**src/rtl/serial_divider_pkg.sv**
```systemverilog
// Shared types and constants for the serial divider scheduler.
package serial_divider_pkg;

    localparam int unsigned DefXlen = 32;
    localparam int unsigned DefNreq = 2;

    // Divide-by-zero quotient is all-ones; replicated to XLEN at the use site.
    localparam logic DzQuotientBit = 1'b1;

    typedef enum logic [1:0] {
        StIdle,
        StStart,
        StBusy,
        StResp
    } sched_state_e;

endpackage

```
**src/rtl/serial_divider_sched_if.sv**
```systemverilog
// Requester and divider-core signals of the scheduler.
// slave: the scheduler; master: requester front-ends plus divider core.
interface serial_divider_sched_if
    import serial_divider_pkg::*;
#(
    parameter int unsigned XLEN = DefXlen,
    parameter int unsigned NREQ = DefNreq
);
    logic [NREQ-1:0]      req_i;
    logic [NREQ*XLEN-1:0] dividend_i;
    logic [NREQ*XLEN-1:0] divisor_i;
    logic [NREQ-1:0]      gnt_o;
    logic [NREQ-1:0]      done_o;
    logic [XLEN-1:0]      quotient_o;
    logic [XLEN-1:0]      remainder_o;
    logic                 dz_o;
    logic                 busy_o;
    logic                 div_start_o;
    logic [XLEN-1:0]      div_dividend_o;
    logic [XLEN-1:0]      div_divisor_o;
    logic                 div_fini_i;
    logic [XLEN-1:0]      div_quotient_i;
    logic [XLEN-1:0]      div_remainder_i;

    modport slave (
        input  req_i, dividend_i, divisor_i, div_fini_i, div_quotient_i, div_remainder_i,
        output gnt_o, done_o, quotient_o, remainder_o, dz_o, busy_o,
        output div_start_o, div_dividend_o, div_divisor_o
    );

    modport master (
        output req_i, dividend_i, divisor_i, div_fini_i, div_quotient_i, div_remainder_i,
        input  gnt_o, done_o, quotient_o, remainder_o, dz_o, busy_o,
        input  div_start_o, div_dividend_o, div_divisor_o
    );

endinterface

```
**src/rtl/serial_divider_rr_arbiter.sv**
```systemverilog
// One-hot round-robin picker; the requester after the last owner has top priority.
module serial_divider_rr_arbiter
    import serial_divider_pkg::*;
#(
    parameter int unsigned NREQ = DefNreq,
    localparam int unsigned IdxW = (NREQ > 1) ? $clog2(NREQ) : 1
) (
    input  logic            clk_i,
    input  logic            reset_i,
    input  logic [NREQ-1:0] req_i,
    input  logic            en_i,
    input  logic            update_i,
    input  logic [IdxW-1:0] last_i,
    output logic [NREQ-1:0] gnt_o,
    output logic [IdxW-1:0] idx_o,
    output logic            valid_o
);
    logic [IdxW-1:0] last_q;
    logic [IdxW-1:0] cand;

    // Last owner; reset to the top index so requester 0 wins first.
    always_ff @(posedge clk_i or posedge reset_i) begin
        if (reset_i) begin
            last_q <= IdxW'(NREQ - 1);
        end else if (update_i) begin
            last_q <= last_i;
        end
    end

    // Scan from the requester after last_q, first requesting one wins.
    always_comb begin
        gnt_o   = '0;
        idx_o   = '0;
        valid_o = 1'b0;
        cand    = '0;
        if (en_i) begin
            for (int unsigned i = 0; i < NREQ; i++) begin
                cand = IdxW'((32'(last_q) + 32'd1 + i) % NREQ);
                if (!valid_o && req_i[cand]) begin
                    valid_o     = 1'b1;
                    idx_o       = cand;
                    gnt_o[cand] = 1'b1;
                end
            end
        end
    end

endmodule

```
**src/rtl/serial_divider_sched.sv**
```systemverilog
// Shares one serial divider core between NREQ requesters; handles divide-by-zero locally.
module serial_divider_sched
    import serial_divider_pkg::*;
#(
    parameter int unsigned XLEN = DefXlen,
    parameter int unsigned NREQ = DefNreq
) (
    input logic                   clk_i,
    input logic                   reset_i,
    serial_divider_sched_if.slave sched_io
);
    localparam int unsigned IdxW = (NREQ > 1) ? $clog2(NREQ) : 1;

    sched_state_e    state_q;
    logic [IdxW-1:0] owner_q;
    logic [XLEN-1:0] dividend_q;
    logic [XLEN-1:0] divisor_q;
    logic [XLEN-1:0] quotient_q;
    logic [XLEN-1:0] remainder_q;
    logic            dz_q;
    logic            start_q;
    logic [NREQ-1:0] done_q;

    logic [NREQ-1:0] arb_gnt;
    logic [IdxW-1:0] arb_idx;
    logic            arb_valid;
    logic [XLEN-1:0] sel_dividend;
    logic [XLEN-1:0] sel_divisor;

    serial_divider_rr_arbiter #(
        .NREQ (NREQ)
    ) u_arb (
        .clk_i    (clk_i),
        .reset_i  (reset_i),
        .req_i    (sched_io.req_i),
        .en_i     (state_q == StIdle),
        .update_i (state_q == StResp),
        .last_i   (owner_q),
        .gnt_o    (arb_gnt),
        .idx_o    (arb_idx),
        .valid_o  (arb_valid)
    );

    assign sel_dividend = sched_io.dividend_i[arb_idx*XLEN +: XLEN];
    assign sel_divisor  = sched_io.divisor_i[arb_idx*XLEN +: XLEN];

    // Sequencer: grant/capture, start pulse, wait for finish, one-cycle done.
    always_ff @(posedge clk_i or posedge reset_i) begin
        if (reset_i) begin
            state_q     <= StIdle;
            owner_q     <= '0;
            dividend_q  <= '0;
            divisor_q   <= '0;
            quotient_q  <= '0;
            remainder_q <= '0;
            dz_q        <= 1'b0;
            start_q     <= 1'b0;
            done_q      <= '0;
        end else begin
            start_q <= 1'b0;
            done_q  <= '0;
            unique case (state_q)
                StIdle: begin
                    if (arb_valid) begin
                        owner_q    <= arb_idx;
                        dividend_q <= sel_dividend;
                        divisor_q  <= sel_divisor;
                        if (sel_divisor == '0) begin
                            // Resolve locally, the divider core is never started.
                            quotient_q  <= {XLEN{DzQuotientBit}};
                            remainder_q <= sel_dividend;
                            dz_q        <= 1'b1;
                            done_q      <= NREQ'(1) << arb_idx;
                            state_q     <= StResp;
                        end else begin
                            start_q <= 1'b1;
                            state_q <= StStart;
                        end
                    end
                end
                // A finish pulse seen while starting is stale and dropped.
                StStart: state_q <= StBusy;
                StBusy: begin
                    if (sched_io.div_fini_i) begin
                        quotient_q  <= sched_io.div_quotient_i;
                        remainder_q <= sched_io.div_remainder_i;
                        dz_q        <= 1'b0;
                        done_q      <= NREQ'(1) << owner_q;
                        state_q     <= StResp;
                    end
                end
                StResp: state_q <= StIdle;
            endcase
        end
    end

    assign sched_io.gnt_o          = arb_gnt;
    assign sched_io.done_o         = done_q;
    assign sched_io.quotient_o     = quotient_q;
    assign sched_io.remainder_o    = remainder_q;
    assign sched_io.dz_o           = dz_q;
    assign sched_io.busy_o         = (state_q != StIdle);
    assign sched_io.div_start_o    = start_q;
    assign sched_io.div_dividend_o = dividend_q;
    assign sched_io.div_divisor_o  = divisor_q;

endmodule

```
**src/flat_wrapper.sv**
```systemverilog
// flat-port wrapper written by rule: the top's interface ports become plain ports
module serial_divider_sched_flat import serial_divider_pkg::*;
#(
    parameter int unsigned XLEN = DefXlen,
    parameter int unsigned NREQ = DefNreq
)
  (clk_i, reset_i, sched_io_req_i, sched_io_dividend_i, sched_io_divisor_i, sched_io_div_fini_i, sched_io_div_quotient_i, sched_io_div_remainder_i, sched_io_gnt_o, sched_io_done_o, sched_io_quotient_o, sched_io_remainder_o, sched_io_dz_o, sched_io_busy_o, sched_io_div_start_o, sched_io_div_dividend_o, sched_io_div_divisor_o);
  serial_divider_sched_if #(.XLEN(XLEN), .NREQ(NREQ)) sched_io_i ();
  input logic clk_i;
  input logic reset_i;
  input wire logic [$bits(sched_io_i.req_i)-1:0] sched_io_req_i;
  input wire logic [$bits(sched_io_i.dividend_i)-1:0] sched_io_dividend_i;
  input wire logic [$bits(sched_io_i.divisor_i)-1:0] sched_io_divisor_i;
  input wire logic [$bits(sched_io_i.div_fini_i)-1:0] sched_io_div_fini_i;
  input wire logic [$bits(sched_io_i.div_quotient_i)-1:0] sched_io_div_quotient_i;
  input wire logic [$bits(sched_io_i.div_remainder_i)-1:0] sched_io_div_remainder_i;
  output wire logic [$bits(sched_io_i.gnt_o)-1:0] sched_io_gnt_o;
  output wire logic [$bits(sched_io_i.done_o)-1:0] sched_io_done_o;
  output wire logic [$bits(sched_io_i.quotient_o)-1:0] sched_io_quotient_o;
  output wire logic [$bits(sched_io_i.remainder_o)-1:0] sched_io_remainder_o;
  output wire logic [$bits(sched_io_i.dz_o)-1:0] sched_io_dz_o;
  output wire logic [$bits(sched_io_i.busy_o)-1:0] sched_io_busy_o;
  output wire logic [$bits(sched_io_i.div_start_o)-1:0] sched_io_div_start_o;
  output wire logic [$bits(sched_io_i.div_dividend_o)-1:0] sched_io_div_dividend_o;
  output wire logic [$bits(sched_io_i.div_divisor_o)-1:0] sched_io_div_divisor_o;
  assign sched_io_i.req_i = sched_io_req_i;
  assign sched_io_i.dividend_i = sched_io_dividend_i;
  assign sched_io_i.divisor_i = sched_io_divisor_i;
  assign sched_io_i.div_fini_i = sched_io_div_fini_i;
  assign sched_io_i.div_quotient_i = sched_io_div_quotient_i;
  assign sched_io_i.div_remainder_i = sched_io_div_remainder_i;
  assign sched_io_gnt_o = sched_io_i.gnt_o;
  assign sched_io_done_o = sched_io_i.done_o;
  assign sched_io_quotient_o = sched_io_i.quotient_o;
  assign sched_io_remainder_o = sched_io_i.remainder_o;
  assign sched_io_dz_o = sched_io_i.dz_o;
  assign sched_io_busy_o = sched_io_i.busy_o;
  assign sched_io_div_start_o = sched_io_i.div_start_o;
  assign sched_io_div_dividend_o = sched_io_i.div_dividend_o;
  assign sched_io_div_divisor_o = sched_io_i.div_divisor_o;
  serial_divider_sched #(.XLEN(XLEN), .NREQ(NREQ)) u_core (.clk_i(clk_i), .reset_i(reset_i), .sched_io(sched_io_i));
endmodule
```
**config.mk**
```make
export PLATFORM = sky130hd
export DESIGN_NAME = serial_divider_sched_flat
export DESIGN_NICKNAME = d
export VERILOG_FILES = /design/src/rtl/serial_divider_pkg.sv /design/src/rtl/serial_divider_sched_if.sv /design/src/rtl/serial_divider_rr_arbiter.sv /design/src/rtl/serial_divider_sched.sv /design/src/flat_wrapper.sv
export SDC_FILE = /design/constraint.sdc
export NUM_CORES = 1
export LEC_CHECK = 0
export BUFFER_PORTS_ARGS = -buffer_cell sky130_fd_sc_hd__buf_2
export CELL_PAD_IN_SITES_DETAIL_PLACEMENT = 1
export CELL_PAD_IN_SITES_GLOBAL_PLACEMENT = 1
export CORE_MARGIN = 2
export CORE_UTILIZATION = 37
export CTS_CLUSTER_DIAMETER = 80
export DETAILED_ROUTE_END_ITERATION = 8
export GPL_ROUTABILITY_DRIVEN = 0
export HOLD_SLACK_MARGIN = 0.12
export PLACE_DENSITY = 0.83
export RECOVER_POWER = 50
export SKIP_CTS_REPAIR_TIMING = 1
export SYNTH_ARGS = -nofsm -noshare
export SYNTH_HDL_FRONTEND = slang
export SYNTH_SLANG_ARGS = --single-unit
```
**constraint.sdc**
```tcl
create_clock -name clk_i -period 13.3 [get_ports clk_i]
set_input_delay 2.66 -clock clk_i [delete_from_list [all_inputs] [get_ports clk_i]]
set_output_delay 2.66 -clock clk_i [all_outputs]
set_load 0.005 [all_outputs]
```
==> reports/metrics.cfg <==
[synthesis]
netlist_area_sq_um=6540
synthCells=583
ys_seq_area_share_pct=52.0
syn_nets=783
synth.distinct_cells=31
synth.avg_cell_area_sq_um=11.2
ys_ff_latch=136
yosys_warnings=0

[global_route]
grt_max_degree=117
overflow=0
grt_pass1_vias=6037
grt_pass1_wl_um=32300
grtUsageTotal_pct=22.7
grt_antenna_before_repair=4

[timing]
timing.slew.headroom_pct=-156
worstMarginPinSlew_ns=3.81
hold_viol=0
rsz0062_at_grt=no
skew_ns=0.00799
finalSetupViolations=0
fmax_mhz=165
fin_crit_ns=6.05
drv_slew=101
fin_ws_ns=7.25
tns_ns=0
finalCritPeriodShare_pct=45.5

[floorplan]
initial_core_util_pct=37.8
fp.dieH_um=137
rows=48
die_area_sq_um=18800
pin_count=332
core_sq_um=17300
die_x_um=137

[power]
power_mw=2.03
p_sw_share_pct=36.6
power.switching_mw=0.745
p_leak_nw=4.40
powerDensity_nw_per_um2=230
ir_drop_v=0.000104
combPwrFrac_pct=40.2
seqPwrFrac_pct=36.0
internal_power_mw=1.29
clkPwrFrac_pct=23.8

[setup_path]
cp.required_ns=10.64
timing.rr.start=u_core.state_q[0]
worstPathArrival_ns=3.39
startpoint=sched_io_req_i[0]
startpoint_type=input port
r2r_cells=7
worstSetupPathType=in -> out
crit_fanout=10
crit_path_end_kind=primary output

[detailed_routing]
wl_per_cell_um=18.7
vias=5653
ant_nets=0
viasPerCell=4.96
first_iter_violations=177
drc=0
wl_um=21300
firstDrtPassIters=4

[clock_tree]
ctsRootBufferMaster=clkbuf_16
clkSlewWorstSetupHoldPaths_ns=0.06
htree_num_levels=4
clock_latency_ns=0.41
cts_made_buffers=17
cts_tree=done
cts.sinks=136
clk_path_buf_depth=2

[finish]
area_growth_syn_to_layout_pct=35.0
nets=1100
final_common_cell=buf_2
drive_above_1_share_pct=37.3
mostFrequentLayoutCells=buf_2 (233), dfrtp_1 (135), clkbuf_1 (98), nand2_1 (73), o21ai_0 (66)

[run_status]
violations=capacitance limit, slew limit
run_status=finished, violations left

[placed_design]
dp_hpwl_um=16000
port-buffer-count=331
dpl_worst_slack_ns=7.25

[hold_path]
worstHoldStart=u_core.sched_io.div_dividend_o[10]
whs_path_depth=2
min_path_type=reg -> reg

[run]
max_cap_violations=2

## cell usage after synthesis (all sizes together)
master / n / area, sq um
nor2b: 1 / 6.26
and4: 1 / 8.76
nor2: 34 / 128
mux2: 65 / 920
a32o: 1 / 10.0
nand3: 1 / 10.0
o32a: 1 / 10.0
nand2: 73 / 274
o22ai: 1 / 6.26
nand4: 2 / 12.5
a31o: 1 / 8.76
dfrtp: 135 / 3380
mux2i: 64 / 641
nor4: 16 / 100
clkbuf: 24 / 90.1
dfstp: 1 / 26.3
a21oi: 35 / 175
a41o: 2 / 20.0
and3: 1 / 6.26
o21ai: 66 / 330
a31oi: 1 / 6.26
nand2b: 32 / 200
ha: 3 / 37.5
buf: 14 / 103
o21a: 1 / 7.51
inv: 7 / 26.3
## sequential cells by signal (all words and copies together) (netlist names)
signal / flops
u_core.sched_io.div_start_o: 1
u_core.sched_io.div_dividend_o: 32
u_core.state_q: 2
u_core.sched_io.quotient_o: 32
u_core.owner_q: 1
u_core.sched_io.done_o: 2
u_core.sched_io.remainder_o: 32
u_core.sched_io.dz_o: 1
u_core.sched_io.div_divisor_o: 32
u_core.u_arb.last_q: 1
## layer usage
| metal | routed length (um) | up-vias | global-route usage [%] |
|---|---|---|---|
| met5 | 13 | - | 0 |
| met4 | 502 | 2 | 9.56 |
| met3 | 1520 | 35 | 6.52 |
| met2 | 10900 | 223 | 39.7 |
| met1 | 8380 | 2732 | 25.9 |
| li1 | - | 2661 | - |
## power groups by stage
stage / logic (mW) / registers (mW) / clock network, mW
global route: 0.908 / 0.756 / 0.515
detailed placement: 0.869 / 0.728 / 0
finish: 0.819 / 0.732 / 0.483
CTS: 0.870 / 0.729 / 0.496
floorplan: 0.483 / 0.732 / 0
global placement: 0.831 / 0.722 / 0
## area by class of cell
type	count	area, sq um
diodes	2	5.00
clock buffers	18	429
clock inverters	14	175
fillers	2075	8470
inverters	7	27.5
multi-input cells	402	2940
flip-flops and latches	136	3400
well taps	225	282
repair buffers	336	1570
## kinds of logic after synthesis
logic type / synth area share [%]
compound gates: 8.78
fa+ha+maj: 0.574
buf+inv: 3.35
flops: 52.0
mux: 23.9
simple gates: 11.4
## stage by stage
step	std cells	hold WS (ns)	utilization, %	instance area [sq um]
finish	1140	0.477	51.1	8830
global route	1139	0.501	51.0	8830
CTS	1138	0.479	51.8	8960
detailed placement	1106	0.466	48.3	8360
global placement	1106	0.457	48.3	8360
floorplan	583	0.473	-	6540
## worst max-delay path, cell delays in order
cell and delay (ns):
clkbuf_1 0.11, nand2_1 0.11, nand3_4 0.21, inv_2 0.14
buf_2 0.15
## path summary, 6_finish.rpt
| kind | endpoint | slack [ns] |
|---|---|---|
| min in group asynchronous | u_core.sched_io.quotient_o[19] | 3.35 |
| setup / recovery | sched_io_gnt_o[1] | 7.25 |
| max in group asynchronous | u_core.sched_io.remainder_o[2] | 8.00 |
| setup reg to reg | u_core.sched_io.remainder_o[28] | 9.51 |
| hold reg to reg | u_core.sched_io.div_dividend_o[10] | 0.48 |
| hold / removal | u_core.sched_io.div_dividend_o[10] | 0.48 |
(Power assumes the default switching activity.)
